===== config.mk =====
export PLATFORM = sky130hd
export DESIGN_NAME = fhn_stim_sequencer
export DESIGN_NICKNAME = d
export VERILOG_FILES = /design/src/rtl/fhn_stim_sequencer.sv
export SDC_FILE = /design/constraint.sdc
export NUM_CORES = 1
export LEC_CHECK = 0
export BUFFER_PORTS_ARGS = -buffer_cell sky130_fd_sc_hd__buf_4
export CORE_ASPECT_RATIO = 1.5
export CORE_MARGIN = 2
export CORE_UTILIZATION = 45
export DETAILED_ROUTE_END_ITERATION = 8
export GPL_TIMING_DRIVEN = 0
export PLACE_DENSITY_LB_ADDON = 0.25
export REMOVE_ABC_BUFFERS = 1
export SYNTH_ARGS = -nofsm -noshare
export SYNTH_HDL_FRONTEND = slang
export SYNTH_SLANG_ARGS = --single-unit

===== constraint.sdc =====
create_clock -name clk -period 2.88 [get_ports clk]
set_input_delay 0.144 -clock clk [delete_from_list [all_inputs] [get_ports clk]]
set_output_delay 0.144 -clock clk [all_outputs]
set_load 0.02 [all_outputs]

===== src/rtl/fhn_stim_sequencer.sv =====
// Run controller for the FHN neuron core: core reset, settle/stimulus/relaxation
// protocol with latched config, per-sample strobe and hysteretic spike counting.
module fhn_stim_sequencer #(
    parameter int unsigned DATA_W     = 16,
    parameter int unsigned CNT_W      = 16,
    parameter int unsigned SPK_W      = 8,
    parameter int unsigned RST_CYCLES = 10,
    parameter int unsigned SETTLE_CYC = 10,
    parameter int unsigned HYST       = 410
) (
    input  logic              clk,
    input  logic              rst,
    input  logic              start,
    input  logic              abort,
    input  logic [DATA_W-1:0] cfg_amp,
    input  logic [CNT_W-1:0]  cfg_stim_len,
    input  logic [CNT_W-1:0]  cfg_relax_len,
    input  logic [DATA_W-1:0] cfg_thresh,
    input  logic [DATA_W-1:0] v_in,
    output logic              core_rst,
    output logic [DATA_W-1:0] i_stim,
    output logic [2:0]        state,
    output logic              busy,
    output logic              sample_valid,
    output logic              spike,
    output logic [SPK_W-1:0]  spike_count,
    output logic              done
);

    typedef enum logic [2:0] {
        StIdle   = 3'd0,
        StCrst   = 3'd1,
        StSettle = 3'd2,
        StStim   = 3'd3,
        StRelax  = 3'd4,
        StDone   = 3'd5
    } state_e;

    state_e             state_q, state_d;
    logic [CNT_W-1:0]   cnt_q, cnt_d;
    logic [DATA_W-1:0]  amp_q, thresh_q;
    logic [CNT_W-1:0]   stim_len_q, relax_len_q;
    logic               armed_q;

    logic               run_busy, accept_start, detect_en;
    logic               v_ge_thresh, v_below_rearm;
    logic signed [DATA_W:0] v_ext, rearm_lvl;

    assign state        = state_q;
    assign run_busy     = state_q inside {StCrst, StSettle, StStim, StRelax};
    assign accept_start = start && !abort && (state_q == StIdle || state_q == StDone);
    assign detect_en    = (state_q inside {StStim, StRelax}) && !abort;

    // One extra bit so thresh - HYST cannot wrap for thresholds near the negative limit.
    assign v_ext         = {v_in[DATA_W-1], v_in};
    assign rearm_lvl     = {thresh_q[DATA_W-1], thresh_q} - (DATA_W+1)'(HYST);
    assign v_ge_thresh   = $signed(v_in) >= $signed(thresh_q);
    assign v_below_rearm = v_ext < rearm_lvl;

    always_comb begin
        state_d = state_q;
        cnt_d   = cnt_q;
        unique case (state_q)
            StIdle, StDone: begin
                if (accept_start) begin
                    state_d = StCrst;
                    cnt_d   = CNT_W'(RST_CYCLES - 1);
                end
            end
            StCrst: begin
                if (cnt_q == '0) begin
                    state_d = StSettle;
                    cnt_d   = CNT_W'(SETTLE_CYC - 1);
                end else begin
                    cnt_d = cnt_q - CNT_W'(1);
                end
            end
            StSettle: begin
                if (cnt_q == '0) begin
                    if (stim_len_q != '0) begin
                        state_d = StStim;
                        cnt_d   = stim_len_q - CNT_W'(1);
                    end else if (relax_len_q != '0) begin
                        state_d = StRelax;
                        cnt_d   = relax_len_q - CNT_W'(1);
                    end else begin
                        state_d = StDone;
                    end
                end else begin
                    cnt_d = cnt_q - CNT_W'(1);
                end
            end
            StStim: begin
                if (cnt_q == '0) begin
                    if (relax_len_q != '0) begin
                        state_d = StRelax;
                        cnt_d   = relax_len_q - CNT_W'(1);
                    end else begin
                        state_d = StDone;
                    end
                end else begin
                    cnt_d = cnt_q - CNT_W'(1);
                end
            end
            StRelax: begin
                if (cnt_q == '0) begin
                    state_d = StDone;
                end else begin
                    cnt_d = cnt_q - CNT_W'(1);
                end
            end
            default: begin
                state_d = StIdle;
            end
        endcase
        if (abort && run_busy) begin
            state_d = StIdle;
        end
    end

    always_ff @(posedge clk) begin
        if (!rst) begin
            state_q      <= StIdle;
            cnt_q        <= '0;
            amp_q        <= '0;
            thresh_q     <= '0;
            stim_len_q   <= '0;
            relax_len_q  <= '0;
            armed_q      <= 1'b0;
            core_rst     <= 1'b1;
            i_stim       <= '0;
            busy         <= 1'b0;
            sample_valid <= 1'b0;
            spike        <= 1'b0;
            spike_count  <= '0;
            done         <= 1'b0;
        end else begin
            state_q      <= state_d;
            cnt_q        <= cnt_d;
            core_rst     <= (state_d == StIdle) || (state_d == StCrst);
            i_stim       <= (state_d == StStim) ? amp_q : '0;
            busy         <= state_d inside {StCrst, StSettle, StStim, StRelax};
            sample_valid <= state_d inside {StStim, StRelax};
            done         <= (state_d == StDone);
            spike        <= 1'b0;

            if (accept_start) begin
                amp_q       <= cfg_amp;
                thresh_q    <= cfg_thresh;
                stim_len_q  <= cfg_stim_len;
                relax_len_q <= cfg_relax_len;
                spike_count <= '0;
            end

            if (state_d == StSettle) begin
                armed_q <= 1'b1;
            end else if (detect_en) begin
                if (armed_q && v_ge_thresh) begin
                    spike   <= 1'b1;
                    armed_q <= 1'b0;
                    if (spike_count != '1) begin
                        spike_count <= spike_count + SPK_W'(1);
                    end
                end else if (!armed_q && v_below_rearm) begin
                    armed_q <= 1'b1;
                end
            end
        end
    end

endmodule


# Word level (Yosys, flattened, before mapping)
# Index checks and enable logic that the tools add are counted.
# totals
ff_bits,113
in_bits,84
# classes
add_sub_neg,5
mux,27
n_reduce_logical,27
n_eq_ne,13
order_cmp,2
n_bitwise,2
# op_table
op,n
two-way mux 16 bit,7
one-hot mux 16 bit (5 select lines),1
"subtractor 16 x 1 -> 16 bit, second input constant",3
two-way mux 8 bit,5
nonzero test 16 bit,2
two-way mux 3 bit,7
less-than comparator 16 x 17 -> 1 bit,1
"subtractor 16 x 10 -> 17 bit, second input constant",1
greater-or-equal comparator 16 bit,1
logical NOT 16 bit,1
one-hot mux 3 bit (5 select lines),1
"equality test 3 x 2 -> 1 bit, second input constant",4
"equality test 3 bit, second input constant",4
"adder 8 x 1 -> 8 bit, second input constant",1
"!= test 8 bit, second input constant",1
nonzero test 4 bit,2
"equality test 3 x 1 -> 1 bit, second input constant",2
logical AND 1 bit,6
logical NOT 3 bit,2
two-way mux 1 bit,6
nonzero test 2 bit,3
nonzero test 5 bit,1
"!= test 2 bit, second input constant",2
AND reduction 2 bit,2
7 further kinds,10

# Longest topological paths before layout
# logic_depth
ltp_word,9
mapped_depth,15
ltp_nobuf,15

# Least setup slack after synthesis
# Ideal clock, no wire load.
# synth_timing
kind,flip-flop to flip-flop
from,register thresh_q[1]
to,register armed_q
path_stages_with_launch,15
required_time_ps,2760
synth_period_minus_slack_ps,2690
path_buffers,0
arrival_time_ps,2571
slack_ps,190
setup_ps,120
cell_sequence,dfxtp_1 inv_1 ha_1 o21ai_0 and3_1 or3_1 nor3_1 xnor2_1 ha_1 nand3_1 nor2_1 a21oi_1 a21oi_1 and3_1 o31a_1
# synth_between
elab_chain_cells,5
# synth_rtl
element,line,rtl
"start, declared",41,"logic [DATA_W-1:0] amp_q, thresh_q;"
"start signal, assigned",149,thresh_q <= cfg_thresh;
subtractor 16 x 10 -> 17 bit / greater-or-equal comparator 16 bit (equally long branches),"56, 57",
less-than comparator 16 x 17 -> 1 bit / logical AND 1 bit (equally long branches),"58, 158",
logical AND 1 bit / two-way mux 1 bit (equally long branches),"164, 158",
nonzero test 3 bit (no source line) / two-way mux 1 bit (equally long branches),-,
AND reduction 2 bit (no source line) / two-way mux 1 bit (equally long branches),-,
"end signal, assigned",156,armed_q <= 1'b1;
"end signal, assigned",160,armed_q <= 1'b0;
"end signal, assigned",165,armed_q <= 1'b1;
"end, declared",43,logic armed_q;
# Several ways; a longest one is shown, not always the timed one. The select of a mux whose other input is x is not followed.
# A chain may end at the register's enable or synchronous reset.

# Final worst setup path
# Same ends and word-level chain as after synthesis.

==> summary.md <==
| Metric | Value |
|---|---|
| Status | completed |
| First-pass GRT wire length | 29.5 mm |
| Ranking of synthesized cells by area | dfxtp_1 (34%), nand2_1 (10%), ha_1 (7.5%) |
| CTS tree | built |
| Die outline height | roughly 150 um |
| Total chip power | 4.77 mW |
| CTS clk-pin slew, worst paths | 0.06 ns |
| Worst R2R Setup Slack | 0.07 ns |
| Core area | 14,500 um2 |
| Area delta synth->final | 36.7% |
| Vias in the first global route | 6,289 |
| Worst hold path type | in2reg |
| Clock Path Buffers | 2 |
| Cells after Synth | roughly 840 |
| VDD IR max | 0.359 mV |
| Vias | between 6,000 and 7,000 |
| Drt pass-1 iters | 5 |
| Total internal power | 3.29 mW |
| Final count of hold timing violations | 0 |
| Post-synth EDFFs | 0 |
| Psw | 1.49 mW |
| DR DRC count | 0 |
| Worst r2r path cells | 15 |
| Post-synth top area share | 34.1% |
| Setup crit start kind | flip-flop |
| YS warnings | 0 |
| H-Tree Depth | 4 |
| Critical path startpoint | thresh_q[1] |
| Slowest stage delay, CP | about 0.42 ns |
| R2R Path Start | thresh_q[1] |
| #FFs+latches synth | about 110 |
| Sequential element share of the synthesized area | about 34% |
| Post-route cell area | 9080 um2 |
| GP Congestion | between 0.9 and 1 |
| Die area | 15,800 um2 |
| Worst-path maximum fanout | 4 |
| RR Endpoint | armed_q |
| CP required | 3.17 ns |
| Drt wl/cell | 14.8 um |
| Net Sw Frac | 31.1% |
| Final Max Tran Viols | 0 |
| Initial DRC count | 299 |
| Initial Util | 45.9% |
| Layout Skew | 0.0114 ns |
| Hpwl dp | 12.6 mm |
| IO buf count | roughly 120 |
| Slew headroom | 45.8% |
| Synth unique cells | 72 |
| Critical path depth | 15 |
| # diodes | 0 |
| Final nets | between 1,000 and 1,500 |
| Max Fclk | ~360 MHz |
| Sequential power share | between 30% and 40% |
| Die width | 103 um |
| CTS Buf Count | 17 |
| Std-Cell Rows | 54 |
| Largest net degree at the start of global routing | 86 |
| Power per cell area | 526 nW/um2 |
| Yosys top cell by area | dfxtp_1 |
| Worst Setup EP | armed_q |
| Total global routing overflow | 0 |
| Io pins | about 120 |
| Tcrit/Tclk final | between 90% and 100% |
| Clk Latency, worst-skew pair | 0.41 ns |
| Minimum clock period | 2.81 ns |
| Max Cap Viol | 0 |
| CP Class | reg2reg |
| CP endpoint kind | flip-flop |
| Crit-path cells | inv_4, ha_4, o21ai_4, and3_4, or3_4, nor2_2, nand2_1, xnor2_1, ha_1, nand4_1, nor2_2, a21oi_2, a21oi_2, and3_1, o31a_1 |
| Share of total power in combinational logic | 23.1% |
| CP arrival | 3.10 ns |
| DRT Wirelength | 18.1 mm |
| Initial antenna violation count | 0 |
| Top_reg_cell synth | dfxtp_1 |
| CP max stage cell | or3_4 |
| Setup violations, final | 0 |
| Fillcell total | 1,271 |
| Share of layout cells above drive strength 1 | 20.6% |
| Crit path buf inv count | 1 |
| Clock share of power | 41.5% |
| DP Area | about 7700 um2 |
| Gr usage total | about a quarter |
| Worst Tran Pin Value | 0.813 ns |
| Delay-heaviest family, CP | simple AND/OR/NAND/NOR gates |
| Asr flop ratio synth | 0% |
| Clk sink count | approximately 110 |
| Vias per cell | 5.33 |
| Root Driver | clkbuf_16 |
| Avg Cell Area, Syn | 7.94 um2 |
| Leakage | 3.71 nW |
| Cell area after synthesis | about 6600 um2 |
| Post-route ant nets | 0 |
[worst min-delay path by stage]
| stage | cells past startpoint | slack [ns] | end | startpoint |
|---|---|---|---|---|
| 4_1_cts | 3 | 0.001 | thresh_q[15] | cfg_thresh[15] |
| 6_report | 3 | 0.008 | stim_len_q[3] | cfg_stim_len[3] |
| 3_5_place_dp | 3 | 0.42 | relax_len_q[3] | cfg_relax_len[3] |
| 2_1_floorplan | 1 | 0.26 | cnt_q[6] | rst |
| 5_1_grt | 3 | 0.01 | thresh_q[8] | cfg_thresh[8] |
| 3_3_place_gp | 3 | 0.41 | relax_len_q[5] | cfg_relax_len[5] |
[power by group through the flow]
| stage | logic, mW | clock network [mW] | registers (mW) |
|---|---|---|---|
| 6_report | 1.10 | 1.98 | 1.69 |
| 5_1_grt | 1.22 | 2.10 | 1.70 |
| 4_1_cts | 1.06 | 2.01 | 1.68 |
| 3_5_place_dp | 0.950 | 0 | 1.72 |
| 3_3_place_gp | 0.935 | 0 | 1.72 |
| 2_1_floorplan | 0.643 | 0 | 1.71 |
[state kept, by name, summed over array words and instances, names as in the netlist]
name and flops:
spike_count 8, cnt_q 16, amp_q 16, core_rst 1, spike 1, sample_valid 1, relax_len_q 16, done 1
stim_len_q 16, thresh_q 16, i_stim 16, state 3, armed_q 1, busy 1
[Yosys cell counts (all sizes together) (4+ instances only)]
cell      n
inv      33
and2     23
xor2     21
o31ai     4
a31oi     6
o221ai    4
nand4     8
nand3    18
nor4     13
clkbuf   28
o22ai    10
dfxtp   113
nor3     21
a21boi   66
nor2     55
and3      8
a21oi    32
nand2b    8
o21a      4
xnor2    26
ha       40
o21ai    26
mux2i     6
or4       8
or3       7
buf      10
nor2b     6
a22o      5
nand2   178
[area by class of cell]
type / instances / area, um2 / share of cell area (%)
Inverter: 33 / 129 / 1.42
Multi-Input combinational cell: 652 / 4240 / 46.7
Timing Repair Buffer: 192 / 1630 / 18.0
Sequential cell: 113 / 2270 / 25.0
Clock inverter: 14 / 120 / 1.32
Tap cell: 196 / 245 / 2.70
Clock buffer: 18 / 439 / 4.84
[cell families (layout without fill, tap and decap cells)]
group	count (synthesis)	count (layout)	share of synthesized area, %
and+or+nand+nor	365	365	26.2
AOI/OAI and AO/OA	193	193	20.6
DFF	113	113	34.1
buffers and inverters	71	257	4.28
xor gates and xnor gates	47	47	6.20
adders and majority gates	40	40	7.54
muxes	7	7	1.13
[layout by cell type, fill, tap and decap left out, types with 16 or more instances in the layout]
cell type and count:
xnor2_1 26, o21ai_0 21, ha_1 39, xor2_1 21, clkbuf_16 17, inv_1 31, nor2_1 52, nand2_1 177
nand3_1 18, a21boi_0 65, dfxtp_1 109, buf_4 128, dlygate4sd3_1 57, a21oi_1 29, nor3_1 16, and2_1 23
[per-layer routing]
metal	GRT usage [%]	share of wire [%]	up-vias
met5	0	0	-
met1	26.0	39	3003
met2	41.3	53	164
met3	3.90	3.4	49
met4	12.3	4.6	0
li1	-	-	3282
[worst min-delay path: cells and delay by family]
| family | cells | cell delay [ns] |
|---|---|---|
| buf+inv | 1 | 0.11 |
| simple gates | 1 | 0.04 |
| compound gates | 1 | 0.07 |
[metrics by stage]
stage	utilization (%)	worst slack, ns	hold slack (ns)	std cells	setup TNS [ns]
2_1_floorplan	-	-2.29	0.262	798	-129.46
3_3_place_gp	52.5	-5.10	0.409	1109	-337.53
3_5_place_dp	53.1	-0.287	0.415	1115	-6.99
4_1_cts	61.6	0.00327	0.00122	1209	0
5_1_grt	62.8	-0.0284	0.00976	1218	-0.0479
6_report	62.8	0.0728	0.00755	1218	0
[repair_timing]
action                                  CTS  global route
setup buffers                             5             9
hold buffers                             57             0
hold endpoints to repair                 57             0
gates resized for setup                  18            20
endpoints found under the setup margin   43            34
pin swaps                                 3            13
Note: power is estimated with default switching activity, not from simulation.
